==> src/rtl/fetch_sequencer.sv <==
// fetch_sequencer: instruction-fetch stage.
// Owns the PC and drives a combinational instruction memory. Each fetched word is captured into
// the IF/ID register. In RUN the PC is sequenced under three controls, in this priority order:
// EX redirect, hazard stall, then normal +4 increment. A bad PC or bad redirect target stops
// fetching in HALT and raises a sticky error. Only reset exits HALT.
//
// Ports:
//   clk            rising-edge clock
//   reset_n        synchronous active-low reset
//   imem_addr      instruction memory address (always the current PC)
//   imem_instr     instruction read from memory, valid in the same cycle
//   stall          hazard stall; holds the PC and IF/ID
//   redirect_valid taken branch/jump resolved in EX
//   redirect_pc    redirect target
//   if_id_instr    registered instruction
//   if_id_pc       PC of if_id_instr
//   if_id_valid    IF/ID holds a real instruction (0 = bubble)
//   fetch_err      sticky error, set on entering HALT
//   state_o        debug state: BOOT=0, RUN=1, HALT=2
//
// Optional build macro FETCH_PERF_EN adds three saturating counters:
//   perf_fetched, perf_stalls and perf_squashed.
module fetch_sequencer #(
  parameter int unsigned       ADDR_W     = 32,
  parameter logic [ADDR_W-1:0] RESET_PC   = '0,
  parameter int unsigned       IMEM_DEPTH = 16
) (
  input  logic              clk,
  input  logic              reset_n,
  output logic [ADDR_W-1:0] imem_addr,
  input  logic [31:0]       imem_instr,
  input  logic              stall,
  input  logic              redirect_valid,
  input  logic [ADDR_W-1:0] redirect_pc,
  output logic [31:0]       if_id_instr,
  output logic [ADDR_W-1:0] if_id_pc,
  output logic              if_id_valid,
  output logic              fetch_err,
  output logic [1:0]        state_o
`ifdef FETCH_PERF_EN
  ,
  output logic [31:0]       perf_fetched,
  output logic [31:0]       perf_stalls,
  output logic [31:0]       perf_squashed
`endif
);

  typedef enum logic [1:0] {
    StBoot = 2'd0,
    StRun  = 2'd1,
    StHalt = 2'd2
  } state_e;

  // First byte address past the end of instruction memory.
  localparam logic [ADDR_W-1:0] PcLimit = ADDR_W'(IMEM_DEPTH * 4);

  state_e            r_state, w_state_next;
  logic [ADDR_W-1:0] r_pc, w_pc_next;
  logic [31:0]       r_instr, w_instr_next;
  logic [ADDR_W-1:0] r_if_pc, w_if_pc_next;
  logic              r_valid, w_valid_next;
  logic              r_err, w_err_next;

  logic w_redirect_bad;
  logic w_pc_bad;
  logic w_evt_fetch;
  logic w_evt_stall;
  logic w_evt_squash;

  assign w_redirect_bad = (redirect_pc[1:0] != 2'b00) || (redirect_pc >= PcLimit);
  assign w_pc_bad       = (r_pc[1:0] != 2'b00) || (r_pc >= PcLimit);

  always_comb begin
    w_state_next = r_state;
    w_pc_next    = r_pc;
    w_instr_next = r_instr;
    w_if_pc_next = r_if_pc;
    w_valid_next = r_valid;
    w_err_next   = r_err;
    w_evt_fetch  = 1'b0;
    w_evt_stall  = 1'b0;
    w_evt_squash = 1'b0;
    case (r_state)
      StBoot: begin
        // One bubble cycle; stall and redirect are ignored here.
        w_state_next = StRun;
      end
      StRun: begin
        w_evt_stall = stall && !redirect_valid;
        if (redirect_valid) begin
          w_valid_next = 1'b0;
          if (w_redirect_bad) begin
            w_state_next = StHalt;
            w_err_next   = 1'b1;
          end else begin
            // Squash the wrong-path fetch; IF/ID instr/pc keep their old contents.
            w_pc_next    = redirect_pc;
            w_evt_squash = 1'b1;
          end
        end else if (w_pc_bad) begin
          // Range check beats stall: nothing is captured from an invalid PC.
          w_state_next = StHalt;
          w_err_next   = 1'b1;
          w_valid_next = 1'b0;
        end else if (!stall) begin
          w_instr_next = imem_instr;
          w_if_pc_next = r_pc;
          w_valid_next = 1'b1;
          w_pc_next    = r_pc + ADDR_W'(4);
          w_evt_fetch  = 1'b1;
        end
      end
      StHalt: begin
        w_valid_next = 1'b0;
        w_err_next   = 1'b1;
      end
      default: begin
        w_state_next = StHalt;
        w_valid_next = 1'b0;
        w_err_next   = 1'b1;
      end
    endcase
  end

  always_ff @(posedge clk) begin
    if (!reset_n) begin
      r_state <= StBoot;
      r_pc    <= RESET_PC;
      r_instr <= '0;
      r_if_pc <= '0;
      r_valid <= 1'b0;
      r_err   <= 1'b0;
    end else begin
      r_state <= w_state_next;
      r_pc    <= w_pc_next;
      r_instr <= w_instr_next;
      r_if_pc <= w_if_pc_next;
      r_valid <= w_valid_next;
      r_err   <= w_err_next;
    end
  end

  assign imem_addr   = r_pc;
  assign if_id_instr = r_instr;
  assign if_id_pc    = r_if_pc;
  assign if_id_valid = r_valid;
  assign fetch_err   = r_err;
  assign state_o     = r_state;

`ifdef FETCH_PERF_EN
  logic [31:0] r_perf_fetched, r_perf_stalls, r_perf_squashed;

  // Counters saturate at all-ones rather than wrapping.
  always_ff @(posedge clk) begin
    if (!reset_n) begin
      r_perf_fetched  <= '0;
      r_perf_stalls   <= '0;
      r_perf_squashed <= '0;
    end else begin
      if (w_evt_fetch && (r_perf_fetched != '1)) r_perf_fetched <= r_perf_fetched + 32'd1;
      if (w_evt_stall && (r_perf_stalls != '1)) r_perf_stalls <= r_perf_stalls + 32'd1;
      if (w_evt_squash && (r_perf_squashed != '1)) r_perf_squashed <= r_perf_squashed + 32'd1;
    end
  end

  assign perf_fetched  = r_perf_fetched;
  assign perf_stalls   = r_perf_stalls;
  assign perf_squashed = r_perf_squashed;
`else
  logic w_unused_evt;
  assign w_unused_evt = w_evt_fetch ^ w_evt_stall ^ w_evt_squash;
`endif

endmodule

==> config.mk <==
export PLATFORM = sky130hd
export DESIGN_NAME = fetch_sequencer
export DESIGN_NICKNAME = d
export VERILOG_FILES = /design/src/rtl/fetch_sequencer.sv
export SDC_FILE = /design/constraint.sdc
export NUM_CORES = 1
export LEC_CHECK = 0
export BUFFER_PORTS_ARGS = -buffer_cell sky130_fd_sc_hd__buf_4
export CAP_MARGIN = 10
export CORE_MARGIN = 5
export CORE_UTILIZATION = 49
export DETAILED_ROUTE_END_ITERATION = 12
export GPL_TIMING_DRIVEN = 0
export PLACE_DENSITY = 0.81
export REMOVE_ABC_BUFFERS = 1
export SYNTH_ARGS = -nofsm -noshare
export SYNTH_HDL_FRONTEND = slang
export SYNTH_SLANG_ARGS = --single-unit
==> constraint.sdc <==
create_clock -name clk -period 4 [get_ports clk]
set_clock_uncertainty 0.2 [all_clocks]
set_input_delay 0.4 -clock clk [delete_from_list [all_inputs] [get_ports clk]]
set_output_delay 0.4 -clock clk [all_outputs]
set_load 0.005 [all_outputs]
; ---- After elaboration in Yosys (flattened, before gate mapping)
; Index checks and enable logic that the tools add are counted.
[totals]
regBits = 100
inputBits = 68
wordCells = 48
[classes]
add_sub_neg = 1
magnitude_cmp = 2
eq_ne = 8
mux = 16
n_bitwise = 5
reduce_logical = 10
[op_table]
columns = operator, n
row1 = $mux 32, 4
row2 = $ge 32x7->1 const B, 2
row3 = $add 32x3->32 const B, 1
row4 = $reduce_and 4->1, 2
row5 = $mux 1, 6
row6 = $mux 2, 3
row7 = $ne 3x3->1 const B, 2
row8 = $pmux 2 s3, 1
row9 = $reduce_and 3->1, 2
row10 = $not 1->1, 5
row11 = $ne 2x2->1 const B, 2
row12 = $ne 4x4->1 const B, 1
row13 = $pmux 1 s2, 2
row14 = $reduce_bool 2->1, 2
row15 = $eq 2x1->1 const B, 1
row16 = $eq 2x2->1 const B, 1
row17 = $logic_not 2->1, 1
row18 = $logic_or 1x1->1, 2
row19 = $ne 2x1->1 const B, 1
row20 = $reduce_and 2->1, 1

; ---- Logic depth before layout (Yosys ltp)
; Gate-level depths: netlist of the first run.
[logic_depth]
depth_word = 5
mapped_depth = 7
depth_no_buf = 5

; ---- Worst setup path before layout of the first run
; OpenSTA, ideal clock, no wires.
[synth_timing]
path_type = register -> register
from = register r_pc[6], in the netlist imem_addr[6]
to = register r_instr[21], in the netlist if_id_instr[21]
setup_ns = 0.129
t_arrival_ns = 1.527
slack_ns = 2.144
path_stages_with_launch = 8
path_buffers = 2
period_less_slack_ns = 1.856
cell_sequence = dfxtp_1 > nor4b_2 > nand4_2 > nor3_2 > buf_6 > buf_12 > mux2i_1 > nor2_1
[synth_via]
elab_chain_len = 4
[synth_lines]
columns = item, line
row1 = from (decl), 58  ; logic [ADDR_W-1:0] r_pc, w_pc_next;
row2 = from (signal assigned), 135  ; r_pc <= w_pc_next;
row3 = $ge 32x7->1, 71  ; assign w_pc_bad = (r_pc[1:0] != 2'b00) || (r_pc >= PcLimit);
row4 = $logic_or 1x1->1, 71
row5 = $not 1->1 (no line), n/a
row6 = $reduce_and 4->1 (no line), n/a
row7 = to (signal assigned), 136  ; r_instr <= w_instr_next;
row8 = to (decl), 59  ; logic [31:0] r_instr, w_instr_next;
; No other way between the ends.
; A chain may end at the register's enable or synchronous reset.

; ---- Final worst setup path of the first run
[layout_timing]
from = register r_pc[7], in the netlist imem_addr[7]
to = register r_instr[14], in the netlist if_id_instr[14]
; The elaborated chain is that of the path after synthesis.

==> impl_results.md, run 1 <==
- Class of the worst hold path: in2reg
- Syn Area/Cell: 11.1 sq um
- Pwr Density: 377 nW/um^2
- Via-per-instance ratio: 5.04
- Hold WS: 0.0869 ns
- Hold Violations, Final: 0
- Slowest-stage cell, CP: nor3_4
- Post-synth cell types: 36
- Final-report max-slew violation count: 0
- Cell Chain, Critical Path: nor4_2 -> nand4_2 -> nor3_4 -> buf_16 -> mux2i_1 -> nor2_1
- Critical path class: reg2reg
- CTS H-tree lvls: 3
- ANT nets after route: 0
- Area grow syn2layout: 44.0%
- Clock slew at reported path FFs: 0.09 ns
- Cell row count: 30
- Wire per inst: 16.1 um
- Share of cells above drive strength 1: 0.424
- Maximum vdd ir drop: between 0.0002 and 0.0003 V
- Nets@finish: 546
- Initial core utilization: 0.510
- PortBufs: 167
- HPWL after DPL: 6840 um
- Clock Sinks: 100
- Gr ovfl total: 0
- Area leader, netlist: dfxtp_1
- P_leak: 2.42 nW
- Worst Path Arrival: 2.35 ns
- Final min period: 2.34 ns
- Post-CTS Resized: 0
- Ant. Diodes: 0
- Worst Path Max Fanout: 16
- Design Power: 1.90 mW
- CTS tree: yes
- Initial antenna violation count: 0
- Vias: around 2,900
- Final wirelength: between 9000 and 10,000 um
- Register bit count reported by yosys: 100
- Core ar.: 6870 sq um
- Die Span Y: 94.6 um
- Crit path required time: 4.01 ns
- Global-route wire length before repair: 14,000 um
- Largest net degree at the start of global routing: 62
- FF+latch area: roughly 2000 sq um
- Max Fclk: 0.427 GHz
- IO Count: 168
- Area of the mapped netlist: about 3500 sq um
- Post-route setup TNS: 0 ns
- Rel. slew slack: 0.296
- Drt pass-1 iters: 4
- Final period util: 0.586
- Ys Warns: 0
- Worst skew pair latency: 0.35 ns
- Startpoint Class: flop
- Die area: 8940 sq um
- Yosys top cell area share: 0.571
- Outcome: completed
- Fillcell total: 527
- Clock Tree Buf Depth: 2
- Slew @ Worst Pin: 1.06 ns
- Worst path max stage delay: 0.53 ns
- Setup violations, final: 0
- Setup bufs post-CTS: 0
- Footprint of the multi-input gates: 1350 sq um
- Max_cap viols: 0
- Main area contributors after synthesis: dfxtp_1 57%, mux2i_1 10%, and3_1 9.8%
- RSZ-0062 raised after global routing: false
- Die Wd: 94.6 um
- Vias in the first global route: 2,806
- Gr usage total: 0.200
- CTS root buf: clkbuf_8
- Post-layout util: 0.735
- Hold Buf Count CTS: 0
- Synth Instances: around 320
- Routability cong.: just under 0.8
- Critical path endpoint category: flop
- Initial drt markers: around 110
- Total CTS buffers: 9
- Seq/Total Area, Yosys: 0.571
- Drc violations: 0
## synthesized netlist by cell type (all sizes together)
master and count:
a211oi 3, o221a 1, mux2 1, clkbuf 14, o21a 2, nand4 4, ha 2, a21oi 7
buf 6, nor3 5, dfxtp 100, or2 2, nor2 46, mux2i 36, nor4 13, inv 3
nand3 1, nand2 4, clkinv 1, o22ai 1, nor3b 1, o32ai 3, a32oi 1, and3 55
nor4b 3
## registers in the layout, summed over array words and instances (netlist names)
| signal | count |
|---|---|
| state_o | 2 |
| fetch_err | 1 |
| if_id_instr | 32 |
| if_id_valid | 1 |
| imem_addr | 32 |
| if_id_pc | 32 |
## layout make-up
class / count / area share
sequential: 100 / 0.397
timing repair buffer: 170 / 0.265
clock buffer: 10 / 0.0273
tap: 96 / 0.0238
inverter: 4 / 0.00298
multi-input combinational: 191 / 0.267
clock inverter: 6 / 0.0171
## kinds of logic after synthesis
family	share of synthesized area
mux	0.106
simple gates	0.230
buf+inv	0.0454
fa+ha+maj	0.00714
flops	0.571
compound gates	0.0400
## final timing paths
| check | startpoint | depth (start not counted) | to | slack, ns |
|---|---|---|---|---|
| setup / recovery | imem_addr[7]$_SDFFE_PN0P_ | 6 | if_id_instr[14]$_SDFFE_PN0P_ | 1.66 |
| hold / removal | imem_instr[24] | 3 | if_id_instr[24]$_SDFFE_PN0P_ | 0.09 |
| setup reg to reg | imem_addr[7]$_SDFFE_PN0P_ | 6 | if_id_instr[14]$_SDFFE_PN0P_ | 1.66 |
| hold reg to reg | if_id_pc[27]$_SDFFE_PN0P_ | 1 | if_id_pc[27]$_SDFFE_PN0P_ | 0.28 |
## where the power goes
part	internal (mW)	total (mW)	switching (mW)
combinational	0.102	0.182	0.0800
clock	0.369	0.696	0.326
sequential	1.01	1.03	0.0135
## cells in the final DEF, fill, tap and decap left out, types with 3 or more instances in the layout
cell / Yosys / final
nand2_1: 3 / 3
nor2_1: 44 / 44
dfxtp_1: 100 / 100
nor4_2: 3 / 3
and3_1: 55 / 55
o32ai_1: 3 / 3
clkbuf_8: 1 / 10
inv_1: 3 / 3
a21oi_1: 7 / 7
a211oi_2: 3 / 3
buf_4: 0 / 167
mux2i_1: 36 / 36
nor4_1: 8 / 8
nor3_1: 4 / 4
buf_16: 0 / 3
## worst max-delay path, delay by kind of cell, from the launching register on
kind / cells / cell delay, ns
DFF: 1 / 0.34
muxes: 1 / 0.20
and+or+nand+nor: 4 / 1.24
buffers and inverters: 1 / 0.23
## stage by stage
| step | cells | setup WS, ns | instance area, sq um |
|---|---|---|---|
| final | 577 | 1.66 | 5050 |
| after floorplan | 295 | 0.449 | 3360 |
| after detailed placement | 560 | 1.25 | 4790 |
| after global routing | 577 | 1.57 | 5050 |
| after CTS | 576 | 1.62 | 5020 |
| after global placement | 558 | -0.318 | 4730 |
## metal layers
metal	track usage	vias up	wire length (um)
li1	-	1433	-
met1	0.242	1345	3790
met2	0.329	122	4460
met3	0.0661	8	896
met4	0.0817	0	119
met5	0	-	0
No activity file was read; power rests on OpenSTA's default activity.
==> run 2, diff against run 1 <==
--- a/config.mk
+++ b/config.mk
@@ -5,13 +5,14 @@
 export SDC_FILE = /design/constraint.sdc
 export NUM_CORES = 1
 export LEC_CHECK = 0
+export ABC_AREA = 1
 export BUFFER_PORTS_ARGS = -buffer_cell sky130_fd_sc_hd__buf_4
 export CAP_MARGIN = 10
 export CORE_MARGIN = 5
-export CORE_UTILIZATION = 49
+export CORE_UTILIZATION = 42
 export DETAILED_ROUTE_END_ITERATION = 12
 export GPL_TIMING_DRIVEN = 0
-export PLACE_DENSITY = 0.81
+export PLACE_DENSITY = 0.72
 export REMOVE_ABC_BUFFERS = 1
 export SYNTH_ARGS = -nofsm -noshare
 export SYNTH_HDL_FRONTEND = slang
==> constraint.sdc (replaced) <==
create_clock -name clk -period 2.06 [get_ports clk]
set_clock_uncertainty 0.2 [all_clocks]
set_input_delay 0.206 -clock clk [delete_from_list [all_inputs] [get_ports clk]]
set_output_delay 0.206 -clock clk [all_outputs]
set_load 0.005 [all_outputs]
==> run 2 against run 1 <==
  * Synthesized area is 7.5% higher
  * Power is 95% higher
  * Combinational power grew to 2.7 times the previous value
  * Global-route usage is 0.38 points lower
  * Register-to-register slack worse by 1.5 ns
  * Fmax is 20% higher
  * Setup slack worse by 1.5 ns
  * Clock-buffer cell count stayed put
  * Critical path depth is 5 higher
  * Clock power is 72% higher
  * Final cell count is 38% higher
  * Critical path type unchanged
  * Largest power group unchanged
==> impl_results.md, run 2 <==
- Outcome: completed
- Count leader, synth: dfxtp_1
- Area of the mapped netlist: 3770 sq um
- HPWL after DPL: 7420 um
- Met2 wire len: 5460 um
- R2R Path Start: state_o[0]$_SDFFE_PN0P_
- Critical path class: reg2reg
- Initial antenna violation count: 0
- Metal3 WL: around 1100 um
- Final min period: roughly 1.9 ns
- Max_cap viols: 0
- Worst path max stage delay: 0.38 ns
- Post-layout util: 0.655
- R2R Path End: if_id_pc[2]$_SDFFE_PN0P_
- Worst setup margin: about 0.11 ns
- CP Buf/Inv Count: 4
- Most common cell after layout, fill and taps aside: buf_4
- Gr ovfl total: 0
- Seq/Total Area, Yosys: 0.531
- Initial drt markers: 154
- Hold path startpoint: redirect_pc[3]
- Share of cells above drive strength 1: 0.341
- CTS H-tree lvls: 3
- Area grow syn2layout: 51.7%
- Pwr Density: 651 nW/um^2
- CP most frequent cell: nor2_2
- Ant. Diodes: 0
- Initial core utilization: 0.432
- CTS root buf: clkbuf_8
- Worst Path Arrival: ~2 ns
- Hold Violations, Final: 0
- Largest net degree at the start of global routing: 80
- Cell row count: 34
- CTS tree: yes
- Number of flops mapped to enable cells by yosys: 0
- Setup violations, final: 0
- Area leader, netlist: dfxtp_1
- Syn Area/Cell: 7.80 sq um
- Die Wd: ~100 um
- P_leak: 3.04 nW
- Clock Sinks: 100
- Critical path endpoint category: flop
- Hold path endpoint: imem_addr[3]$_SDFFE_PN0P_
- Via-per-instance ratio: 4.78
- Rel. slew slack: 0.517
- Hold Path Cell Cnt: 5
- Worst skew pair latency: 0.35 ns
- Nets@finish: 751
- Most frequent cells after synthesis: 100 x dfxtp_1, 99 x nor2_1, 63 x inv_1
- CP Launch Point: state_o[0]$_SDFFE_PN0P_
- Stages on worst setup path: 11
- PortBufs: 167
- Reg-to-reg setup timing slack: 0.11 ns
- Ys flop type: dfxtp_1
- Final-report max-slew violation count: 0
- Vias: ~3,800
- Cell Chain, Critical Path: nand2_1 -> inv_1 -> nand3_1 -> nor2_2 -> nand3_4 -> nor2_4 -> buf_12 -> buf_4 -> inv_6 -> nor2_2 -> nor2_1
- Slowest-stage cell, CP: dfxtp_1
- Synth Instances: 483
- Drt pass-1 iters: 4
- Die Span Y: 105 um
- Post-synth cell types: 26
- Wire per inst: about 15 um
- Final wirelength: 11,600 um
- Worst Path Max Fanout: 32
- Top sig layer: met4
- Global-route wire length before repair: 18,000 um
- Routability cong.: ~0.8
- Main area contributors after synthesis: dfxtp_1 53%, nor2_1 9.9%, inv_1 6.3%
- Ys Warns: 0
- WL met1: 4730 um
- Drc violations: 0
- Gr usage total: 0.196
- Clock slew at reported path FFs: ~0.10 ns
- Startpoint Class: flop
- R2R depth: 11
- Maximum vdd ir drop: 0.000423 V
- Core ar.: 8720 sq um
- Register bit count reported by yosys: 100
- Crit path required time: 2.12 ns
- Class of the worst hold path: in2reg
- Clock Tree Buf Depth: 2
- Ys async rst share: 0
- Max Fclk: 0.513 GHz
- Final period util: 0.946
- Worst slack, placed: -0.822 ns
- IO Count: 168
- Most frequent cells in the layout: 170 x buf_4, 100 x dfxtp_1, 98 x nor2_1
- ANT nets after route: 0
- Vias in the first global route: 3,796
- Yosys top cell area share: 0.531
- Die area: about 11,000 sq um
- Slew @ Worst Pin: about 0.72 ns
- Total CTS buffers: 9
- Worst path top cell family by delay: simple AND/OR/NAND/NOR gates
## run 2: cell types whose count changed after synthesis, moves of 4 or more
| cell | delta |
|---|---|
| a21oi_1 | +8 |
| and3_1 | -55 |
| buf_6 | +6 |
| clkbuf_1 | -4 |
| inv_1 | +60 |
| inv_2 | +10 |
| mux2i_1 | -35 |
| nand2_1 | +41 |
| nand3_1 | +39 |
| nand4_1 | +6 |
| nor2_1 | +55 |
| nor2_2 | +22 |
| nor4_1 | -8 |
| o21ai_0 | +40 |
## run 2: power breakdown
part	leakage (nW)	internal [mW]	total, mW	switching, mW
logic	2.14	0.262	0.490	0.228
clock network	0.0929	0.496	1.20	0.706
registers	0.809	1.99	2.03	0.0387
## run 2: per-layer routing
metal,global-route usage,up-vias
met1,0.234,1738
li1,-,1884
met4,0.0731,0
met2,0.319,147
met3,0.0783,23
met5,0,-
## run 2: logic make-up after synthesis
| kind of cell | synth area share |
|---|---|
| AND/OR/NAND/NOR | 0.268 |
| flip-flops | 0.531 |
| buffers and inverters | 0.113 |
| AO/OA/AOI/OAI | 0.0757 |
| adder cells (fa/ha/maj) | 0.00664 |
| XOR/XNOR | 0.00233 |
| multiplexers | 0.00266 |
## run 2: final cells by class
cell class | count | area, sq um
flip-flops and latches | 100 | 2000
clock buffers | 10 | 138
repair inverters | 2 | 17.5
clock inverters | 6 | 55.1
multi-input cells | 287 | 1380
inverters | 73 | 287
fillers | 714 | 3010
repair buffers | 208 | 1700
well taps | 108 | 135
## run 2: how the worst max path moves through the flow
stage                                         to
finish                  if_id_pc[2]$_SDFFE_PN0P_
global route         if_id_instr[5]$_SDFFE_PN0P_
detailed placement  if_id_instr[19]$_SDFFE_PN0P_
global placement    if_id_instr[16]$_SDFFE_PN0P_
floorplan           if_id_instr[13]$_SDFFE_PN0P_
CTS                    imem_addr[4]$_SDFFE_PN0P_
## run 2: timing repair
action	CTS	global route
gates resized for setup	4	11
pin swaps	1	3
cloned	1	3
setup endpoints to repair	79	58
endpoints found under the hold margin	34	0
setup buffers	1	5
hold buffers	34	0
## run 2: worst reg2reg max path: stages, from the launching register on
cell and delay, ns:
dfxtp_1 0.38, nand2_1 0.07, inv_1 0.09, nand3_1 0.09, nor2_2 0.19, nand3_4 0.15
nor2_4 0.13, buf_12 0.14, buf_4 0.14, inv_6 0.11, nor2_2 0.13, nor2_1 0.05
## run 2: per-stage QoR
step           std cells  hold WS (ns)  power [mW]  cell area, sq um  setup TNS [ns]
6_report             794        0.0279        3.72              5710               0
5_1_grt              794        0.0712        3.88              5710         -0.0292
4_1_cts              786        0.0130        3.72              5560               0
3_5_place_dp         734         0.234        2.46              5000          -50.79
3_3_place_gp         734         0.227        2.45              5000          -49.64
2_1_floorplan        459         0.104        2.21              3620           -7.53
==> run 3, diff against run 2 <==
--- a/config.mk
+++ b/config.mk
@@ -8,8 +8,10 @@
 export ABC_AREA = 1
 export BUFFER_PORTS_ARGS = -buffer_cell sky130_fd_sc_hd__buf_4
 export CAP_MARGIN = 10
+export CELL_PAD_IN_SITES_DETAIL_PLACEMENT = 0
+export CELL_PAD_IN_SITES_GLOBAL_PLACEMENT = 1
 export CORE_MARGIN = 5
-export CORE_UTILIZATION = 42
+export CORE_UTILIZATION = 29
 export DETAILED_ROUTE_END_ITERATION = 12
 export GPL_TIMING_DRIVEN = 0
 export PLACE_DENSITY = 0.72
==> run 3 against run 2 <==
  * Sequential share of layout area shrank 1.0 points
  * Wire length shrank 1.2%
  * Design area grew 3.1%
  * Flip-flop and latch count is the same
  * Register-to-register slack gained 0.08 ns
  * Sequential power is essentially flat
  * Via count shrank 3.2%
  * Fmax grew 4.0%
  * Critical path type unchanged
  * Critical endpoint unchanged
  * Largest cell class unchanged
  * Largest power group unchanged
  * Highest routed layer unchanged
==> impl_results.md, run 3 (synthesized netlist as in run 2, its figures left out) <==
- Outcome: completed
- Global-route wire length before repair: 17,700 um
- Nets@finish: 748
- Die area: approximately 15,000 sq um
- Footprint of the multi-input gates: 1380 sq um
- Worst Path Max Fanout: 32
- Area grow syn2layout: 56.4%
- RSZ-0062 raised after global routing: false
- Max Fclk: 0.534 GHz
- Vias: around 3,700
- Initial core utilization: 0.297
- Clock slew at reported path FFs: 0.07 ns
- Class of the worst hold path: in2reg
- Critical path endpoint category: flop
- WL met1: approximately 4800 um
- Maximum vdd ir drop: approximately 0.00044 V
- Cell Chain, Critical Path: inv_1 -> nand2_1 -> inv_1 -> nand3_1 -> nor2_2 -> nand3_4 -> nor2_4 -> buf_12 -> buf_12 -> inv_6 -> nor2_2 -> nor2_1
- Most common cell after layout, fill and taps aside: buf_4
- Die Span Y: 124 um
- Gr usage total: 0.148
- HPWL after DPL: 7460 um
- Share of cells above drive strength 1: 0.338
- CTS H-tree lvls: 3
- Final wirelength: around 11,000 um
- PortBufs: 167
- Gr ovfl total: 0
- Total CTS buffers: 9
- IO Count: approximately 170
- Core ar.: roughly 13,000 sq um
- Rel. slew slack: 0.487
- Hold Violations, Final: 0
- Max_cap viols: 0
- Startpoint Class: flop
- Final period util: 0.909
- Worst skew pair latency: 0.34 ns
- Die Wd: 124 um
- Fillcell total: 1,251
- Vias in the first global route: 3,610
- Drc violations: 0
- Worst Path Arrival: 1.91 ns
- CTS tree: yes
- Hold WS: 0.00444 ns
- Met2 wire len: 5220 um
- FF+latch area: 2000 sq um
- Slew @ Worst Pin: 0.770 ns
- Drt pass-1 iters: 4
- Wire per inst: 13.4 um
- CTS root buf: clkbuf_16
- CP Buf/Inv Count: 5
- Finished Layout Cells: 855
- Final-report max-slew violation count: 0
- Most frequent cells in the layout: 170 x buf_4, 100 x dfxtp_1, 98 x nor2_1
- Worst path top cell family by delay: simple AND/OR/NAND/NOR gates
- Post-layout util: 0.465
- Critical path class: reg2reg
- P_leak: 3.08 nW
- Top sig layer: met4
- Setup violations, final: 0
- Largest net degree at the start of global routing: 80
- Via-per-instance ratio: roughly 4.3
- Initial drt markers: 200
- Final min period: 1.87 ns
- Post-Place Cells: 798
- Cell row count: 41
- ANT nets after route: 0
- Pwr Density: 735 nW/um^2
- Slowest-stage cell, CP: dfxtp_1
- Crit path required time: 2.10 ns
- Clock Tree Buf Depth: 2
- Routability cong.: about 0.8
- Clock Sinks: 100
- Initial antenna violation count: 0
- Ant. Diodes: 0
- Worst path max stage delay: 0.34 ns
- Metal3 WL: 1170 um
## run 3: final timing paths
check	from	endpoint	slack (ns)	cells after the start
worst max register to register	state_o[1]$_SDFFE_PN0P_	if_id_pc[2]$_SDFFE_PN0P_	0.19	12
worst min register to register	imem_addr[19]$_SDFFE_PN0P_	imem_addr[19]$_SDFFE_PN0P_	0.25	2
worst min-delay path	redirect_pc[2]	imem_addr[2]$_SDFFE_PN0P_	0.004	5
worst max-delay path	state_o[1]$_SDFFE_PN0P_	if_id_pc[2]$_SDFFE_PN0P_	0.19	12
## run 3: per-layer routing
metal / vias to the layer above / global-route usage
met4: 0 / 0.0616
li1: 1877 / -
met2: 118 / 0.234
met3: 14 / 0.0622
met1: 1663 / 0.178
met5: - / 0
## run 3: worst min-delay path, cell delays in order
cell and delay [ns]:
buf_4 0.08, nand2_1 0.04, o21ai_0 0.06, nor2_1 0.05
nor2_1 0.08
## run 3: stage by stage
stage | power (mW) | cell area [sq um] | TNS [ns] | setup WS [ns]
4_1_cts | 4.38 | 5780 | -0.00128 | -0.00128
2_1_floorplan | 2.21 | 3620 | -7.53 | -0.138
3_3_place_gp | 2.46 | 5080 | -59.76 | -0.935
6_report | 4.33 | 5890 | 0 | 0.187
5_1_grt | 4.53 | 5890 | 0 | 0.0226
3_5_place_dp | 2.46 | 5080 | -62.91 | -1.02
## run 3: report_power, final
part	internal, mW	switching, mW
Combinational	0.257	0.219
Sequential	1.99	0.0377
Clock	1.10	0.728
## run 3: area by class of cell
cell class	instances	area share
inverters	73	0.0486
clock inverters	5	0.0144
well taps	172	0.0365
clock buffers	11	0.0412
repair inverters	1	0.00149
multi-input cells	287	0.235
flip-flops and latches	100	0.340
repair buffers	206	0.283
## run 3: repair_timing
item                                   CTS  global route
hold buffers                            33             0
setup buffers                            1             5
cloned                                   1             1
setup endpoints to repair               79            91
resized for setup                        7             8
pin swaps                                1             4
endpoints found under the hold margin   33             0
